## src/rtl/dlf_gearshift_pi.sv

```systemverilog
`default_nettype none
// ============================================================================
// Module   : dlf_gearshift_pi
// Brief    : ADPLL PI loop filter with power-of-two gains, a saturating
//            integrator and an ACQ/TRACK/HOLD gear-shift controller.
// Revision : 1.0  initial release
// ============================================================================
module dlf_gearshift_pi #(
   parameter int IN_W       = 8,
   parameter int OUT_W      = 10,
   parameter int FRAC_W     = 12,
   parameter int KP_ACQ     = 2,
   parameter int KI_ACQ     = 4,
   parameter int KP_TRK     = 4,
   parameter int KI_TRK     = 8,
   parameter int ACQ_CYCLES = 256,
   parameter int LOCK_THR   = 4,
   parameter int LOCK_CNT   = 64
) (
   input  logic             clk,
   input  logic             rstn,
   input  logic [IN_W-1:0]  err_mag,
   input  logic             lead,
   input  logic             err_valid,
   input  logic             freeze,
   input  logic             restart,
   output logic [OUT_W-1:0] dco_word,
   output logic             dco_valid,
   output logic [1:0]       gear,
   output logic             locked,
   output logic             sat
);

   localparam int c_iw  = OUT_W + FRAC_W;
   localparam int c_ew  = c_iw + 1;
   localparam int c_acw = $clog2(ACQ_CYCLES + 1);
   localparam int c_lcw = $clog2(LOCK_CNT + 1);

   localparam logic [c_iw-1:0]  c_i_hi     = {1'b0, {(c_iw-1){1'b1}}};
   localparam logic [c_iw-1:0]  c_i_lo     = {1'b1, {(c_iw-1){1'b0}}};
   localparam logic [OUT_W-1:0] c_mid      = {1'b1, {(OUT_W-1){1'b0}}};
   localparam logic [c_acw-1:0] c_acq_last = c_acw'(ACQ_CYCLES - 1);
   localparam logic [c_lcw-1:0] c_lock_max = c_lcw'(LOCK_CNT);
   localparam logic [c_lcw-1:0] c_lock_pre = c_lcw'(LOCK_CNT - 1);
   localparam logic [IN_W+1:0]  c_thr      = (IN_W+2)'(LOCK_THR);
   localparam logic [IN_W+1:0]  c_thr4     = (IN_W+2)'(4 * LOCK_THR);

   typedef enum logic [1:0] {
      ST_ACQ  = 2'd0,
      ST_TRK  = 2'd1,
      ST_HOLD = 2'd2
   } state_t;

   state_t r_state, w_state_nxt;
   state_t r_saved, w_saved_nxt;

   logic [c_acw-1:0] r_acq_cnt, w_acq_nxt;
   logic [c_lcw-1:0] r_lock_cnt, w_lock_nxt;
   logic             r_locked, w_locked_nxt;

   logic signed [c_iw-1:0] r_int;
   logic signed [IN_W:0]   r_e;
   logic                   r_v1;
   logic                   r_s1;
   logic                   r_kp_trk;

   logic signed [IN_W:0]   w_e;
   logic signed [c_ew-1:0] w_e_ext, w_p_ext, w_ki, w_kp, w_isum, w_ssum;
   logic [c_iw:0]          w_icl, w_scl;
   logic [IN_W+1:0]        w_mag_ext;
   logic                   w_take;
   logic                   w_unused_frac;

   // Result is {clip_flag, value}; a sum is out of range when its two MSBs differ.
   function automatic logic [c_iw:0] f_clamp(input logic signed [c_ew-1:0] s);
      logic [c_iw:0] res;
      if (s[c_ew-1] != s[c_ew-2]) begin
         res = {1'b1, (s[c_ew-1] ? c_i_lo : c_i_hi)};
      end else begin
         res = {1'b0, s[c_iw-1:0]};
      end
      return res;
   endfunction

   assign w_e       = lead ? $signed({1'b0, err_mag}) : -$signed({1'b0, err_mag});
   assign w_mag_ext = {2'b00, err_mag};
   assign w_take    = err_valid & ~freeze & (r_state != ST_HOLD);

   assign w_e_ext = $signed({{(c_ew-IN_W-1-FRAC_W){w_e[IN_W]}}, w_e, {FRAC_W{1'b0}}});
   assign w_p_ext = $signed({{(c_ew-IN_W-1-FRAC_W){r_e[IN_W]}}, r_e, {FRAC_W{1'b0}}});

   assign w_ki = (r_state == ST_TRK) ? (w_e_ext >>> KI_TRK) : (w_e_ext >>> KI_ACQ);
   assign w_kp = r_kp_trk ? (w_p_ext >>> KP_TRK) : (w_p_ext >>> KP_ACQ);

   assign w_isum = $signed({r_int[c_iw-1], r_int}) + w_ki;
   assign w_ssum = $signed({r_int[c_iw-1], r_int}) + w_kp;
   assign w_icl  = f_clamp(w_isum);
   assign w_scl  = f_clamp(w_ssum);

   // Fraction bits of the output sum are truncated away.
   assign w_unused_frac = ^w_scl[FRAC_W-1:0];

   assign gear   = r_state;
   assign locked = r_locked;

   always_comb begin
      w_state_nxt  = r_state;
      w_saved_nxt  = r_saved;
      w_acq_nxt    = r_acq_cnt;
      w_lock_nxt   = r_lock_cnt;
      w_locked_nxt = r_locked;
      if (restart) begin
         w_state_nxt  = ST_ACQ;
         w_acq_nxt    = '0;
         w_lock_nxt   = '0;
         w_locked_nxt = 1'b0;
      end else if (freeze) begin
         if (r_state != ST_HOLD) begin
            w_saved_nxt = r_state;
            w_state_nxt = ST_HOLD;
         end
      end else if (r_state == ST_HOLD) begin
         w_state_nxt = r_saved;
      end else if (err_valid) begin
         if (r_state == ST_ACQ) begin
            if (r_acq_cnt == c_acq_last) begin
               w_state_nxt = ST_TRK;
               w_acq_nxt   = '0;
               w_lock_nxt  = '0;
            end else begin
               w_acq_nxt = r_acq_cnt + c_acw'(1);
            end
         end else if (r_locked && (w_mag_ext > c_thr4)) begin
            // Large error while locked: fall back to acquisition gains.
            w_state_nxt  = ST_ACQ;
            w_acq_nxt    = '0;
            w_lock_nxt   = '0;
            w_locked_nxt = 1'b0;
         end else if (w_mag_ext <= c_thr) begin
            if (r_lock_cnt != c_lock_max) begin
               w_lock_nxt = r_lock_cnt + c_lcw'(1);
            end
            if (r_lock_cnt == c_lock_pre) begin
               w_locked_nxt = 1'b1;
            end
         end else begin
            w_lock_nxt = '0;
         end
      end
   end

   always_ff @(posedge clk or negedge rstn) begin
      if (!rstn) begin
         r_state    <= ST_ACQ;
         r_saved    <= ST_ACQ;
         r_acq_cnt  <= '0;
         r_lock_cnt <= '0;
         r_locked   <= 1'b0;
      end else begin
         r_state    <= w_state_nxt;
         r_saved    <= w_saved_nxt;
         r_acq_cnt  <= w_acq_nxt;
         r_lock_cnt <= w_lock_nxt;
         r_locked   <= w_locked_nxt;
      end
   end

   always_ff @(posedge clk or negedge rstn) begin
      if (!rstn) begin
         r_int     <= '0;
         r_e       <= '0;
         r_v1      <= 1'b0;
         r_s1      <= 1'b0;
         r_kp_trk  <= 1'b0;
         dco_word  <= c_mid;
         dco_valid <= 1'b0;
         sat       <= 1'b0;
      end else if (restart) begin
         r_int     <= '0;
         r_e       <= '0;
         r_v1      <= 1'b0;
         r_s1      <= 1'b0;
         r_kp_trk  <= 1'b0;
         dco_word  <= c_mid;
         dco_valid <= 1'b0;
         sat       <= 1'b0;
      end else begin
         r_v1 <= w_take;
         if (w_take) begin
            r_e      <= w_e;
            r_int    <= $signed(w_icl[c_iw-1:0]);
            r_s1     <= w_icl[c_iw];
            r_kp_trk <= (r_state == ST_TRK);
         end
         dco_valid <= r_v1;
         // Stage 2 runs off the integrator value already holding this sample.
         if (r_v1) begin
            dco_word <= {~w_scl[c_iw-1], w_scl[c_iw-2:FRAC_W]};
            sat      <= r_s1 | w_scl[c_iw];
         end
      end
   end

endmodule
`default_nettype wire

```

## config.mk

```make
export PLATFORM = sky130hd
export DESIGN_NAME = dlf_gearshift_pi
export DESIGN_NICKNAME = d
export VERILOG_FILES = /design/src/rtl/dlf_gearshift_pi.sv
export SDC_FILE = /design/constraint.sdc
export NUM_CORES = 1
export LEC_CHECK = 0
export ABC_AREA = 1
export CAP_MARGIN = 30
export CORE_MARGIN = 3
export CORE_UTILIZATION = 45
export DETAILED_ROUTE_END_ITERATION = 6
export HOLD_SLACK_MARGIN = 0.02
export SLEW_MARGIN = 20
export SYNTH_ARGS = -nofsm -noshare
export SYNTH_HDL_FRONTEND = slang
export SYNTH_SLANG_ARGS = --single-unit
```

## constraint.sdc

```tcl
create_clock -name clk -period 4.05 [get_ports clk]
set_clock_uncertainty 0.15 [all_clocks]
set_input_delay 0.81 -clock clk [delete_from_list [all_inputs] [get_ports clk]]
set_output_delay 0.81 -clock clk [all_outputs]
set_load 0.02 [all_outputs]
```

==> results.json <==
{
  "crit_path_frequent_cell": "nand2_1",
  "path_cells": "clkdlybuf4s50_1 -> inv_1 -> nand3_1 -> o31ai_2 -> xor2_1 -> buf_4 -> o21ai_0 -> inv_1 -> ha_1 -> nand2_1 -> inv_1 -> a21oi_2 -> nand3_2 -> nand2_2 -> nand2_1 -> nand2_1 -> nand2_2 -> nand2_2 -> buf_12 -> nand3_1 -> nand2_1 -> nand2_1",
  "via_count": 5064,
  "grt_max_degree": 33,
  "postRouteAntennaNets": 0,
  "first_iter_violations": 277,
  "synth_top_area_share_pct": 30.3,
  "initial_core_util_pct": 46.5,
  "antenna_found_initial": 0,
  "cp-end-kind": "flop",
  "cp_slowest_cell": "clkdlybuf4s50_1",
  "die_w_um": 113,
  "core_um2": 11000,
  "ys.flop_type": "dfrtp_1",
  "path_buf_inv": 6,
  "outcome": "finished, final reports clean",
  "yosys_warnings": 0,
  "cts.path.max_buffers": 2,
  "period_share_pct": 92.8,
  "path_delay_family": "buffers and inverters",
  "die_area_um2": 12700,
  "h-tree-depth": 3,
  "leakagePower_nw": 3.26,
  "die_h_um": 113,
  "ys_ff_latch": 63,
  "mostFrequentLayoutCells": "nand2_1, inv_1, nand3_1",
  "wl_per_cell_um": 13.8,
  "grt-ovfl-total": 0,
  "netlist_instances": 755,
  "fin_tns_setup_ns": 0,
  "async_flop_share_pct": 100,
  "fillers": 1050,
  "combPwrFrac_pct": 38.1,
  "cp.depth": 22,
  "avgSynthCellArea_um2": 6.77,
  "dp_hpwl_um": 10500,
  "drc": 0,
  "final_common_cell": "nand2_1",
  "power.share.clock_pct": 32.4,
  "ctsHoldBuffers": 0,
  "synthesis.area_um2": 5110,
  "crit_path_start_kind": "input port",
  "clk_latency_ns": 0.33,
  "fin_area_um2": 6300,
  "cts-root-buf": "clkbuf_16",
  "portBuffers": 28,
  "grt_use_total_pct": 22.0,
  "p_switching_mw": 0.896,
  "cap_violations": 0,
  "worst-endpoint-required_ns": 4.12,
  "min_path_type": "input port to async pin",
  "wirelength_um": 13500,
  "pwr-share-seq_pct": 29.5,
  "synthesis.nets": 809,
  "cts_sinks": 63,
  "reg2reg_depth": 21,
  "final_nets": 889,
  "dpl-instance-area_um2": 5910,
  "dr.pass1.iters": 5,
  "path_max_fanout": 18,
  "slew_headroom_pct": 48.8,
  "worst_ep_arrival_time_ns": 3.83,
  "synth.yosys.seq_area_share_pct": 30.9,
  "cts_tree": "done",
  "grt_pass1_vias": 4943,
  "clk_pin_slew_ns": 0.05,
  "powerDensity_nw_per_um2": 398,
  "synth_cell_type_count": 37,
  "peakVddDrop_mv": 0.220,
  "swShare_pct": 35.7,
  "path_class": "input port to flop",
  "synth_edf_count": 0,
  "cpPeakStageDelay_ns": 0.41,
  "drv_slew": 0,
  "worstMarginPinSlew_ns": 0.765,
  "crit_start": "err_mag[0]",
  "gp_congestion": 0.923,
  "area_growth_pct": 23.3,
  "rsz0062_at_grt": "false",
  "numCtsBuffers": 9,
  "drive_gt1_share_pct": 12.7,
  "grt_pass1_wl_um": 23100,
  "fmax_mhz": 266,
  "power.total_mw": 2.51,
  "hold_viol_final": 0,
  "routed_via_density": 5.17,
  "final_core_util_pct": 57.4,
  "core.rowCount": 38,
  "io_pins": 29,
  "period_minus_slack_ns": 3.76,
  "synthTopCellsByArea": "dfrtp_1, nand2_1, ha_1, nand3_1, inv_1",
  "antenna_cells": 0,
  "setup_viol": 0,
  "synth_top_area_cell": "dfrtp_1",
  "p_int_mw": 1.61,
  "hold_slack_ns": 0.230,
  "r2r-start": "gear[0]"
}
synth_stat cells, types with 4 or more instances:
master	number
dfrtp_1	62
xnor2_1	18
nand4_1	5
clkbuf_1	5
nand3_1	70
ha_1	39
nand2_1	243
inv_1	82
o21ai_1	7
nor2_1	60
a21oi_1	34
o21ai_0	47
xor2_1	10
o22ai_1	7
nand2_2	9
o21bai_1	4
nor3_1	14
nor2_2	5
cell type report:
class                   instances  area, µm²  share of cell area [%]
well taps                     140        175                    2.78
multi-input cells             597       3230                    51.2
flip-flops and latches         63       1580                    25.0
clock buffers                  10        229                    3.63
repair buffers                 78        688                    10.9
clock inverters                 6       85.1                    1.35
inverters                      86        323                    5.12
through the flow:
stage          instances  setup WS (ns)
5_1_grt              980        0.00353
3_5_place_dp         962         -0.218
6_report             980          0.291
4_1_cts              978          0.131
3_3_place_gp         961         -0.167
2_1_floorplan        755          0.561
layer usage:
layer	GRT usage (%)	routed length [µm]	vias to the layer above
li1	-	-	2618
met1	30.5	6530	2339
met2	35.5	6240	91
met3	3.88	503	16
met4	5.93	204	0
met5	0	0	-
registers in the layout, indices dropped and copies added, names as in the netlist, 2 cells and up:
name and flops:
gear 2, r_e 9, r_saved 2, dco_word 10
r_acq_cnt 9, r_int 18, r_lock_cnt 7
final timing paths:
kind / end / slack [ns]
worst max-delay path: r_int[17] / 0.29
worst min-delay path: r_int[21] / 0.23
worst max register to register: r_int[17] / 0.47
worst min register to register: dco_word[5] / 0.33
max in group asynchronous: locked / 2.79
min in group clk: dco_word[5] / 0.33
what timing repair did:
action                                 CTS  global route
setup endpoints to repair                0            19
endpoints found under the hold margin    0             0
setup buffers                            0             0
gates resized for setup                  0            19
cells by family (layout without fill, tap and decap cells):
group,after synthesis,in the layout,share of synthesized area [%]
flip-flops,63,63,30.9
XOR/XNOR,28,28,4.80
AO/OA/AOI/OAI,112,112,12.4
buffers and inverters,97,180,7.66
AND/OR/NAND/NOR,415,417,34.4
adder cells (fa/ha/maj),40,40,9.94
power groups by stage:
stage / logic, mW / clock network (mW) / registers, mW
after global routing: 1.07 / 0.863 / 0.750
after floorplan: 0.590 / 0 / 0.749
final: 0.957 / 0.813 / 0.740
after CTS: 0.920 / 0.831 / 0.740
after detailed placement: 0.914 / 0 / 0.750
after global placement: 0.904 / 0 / 0.748
(Power assumes the default switching activity.)
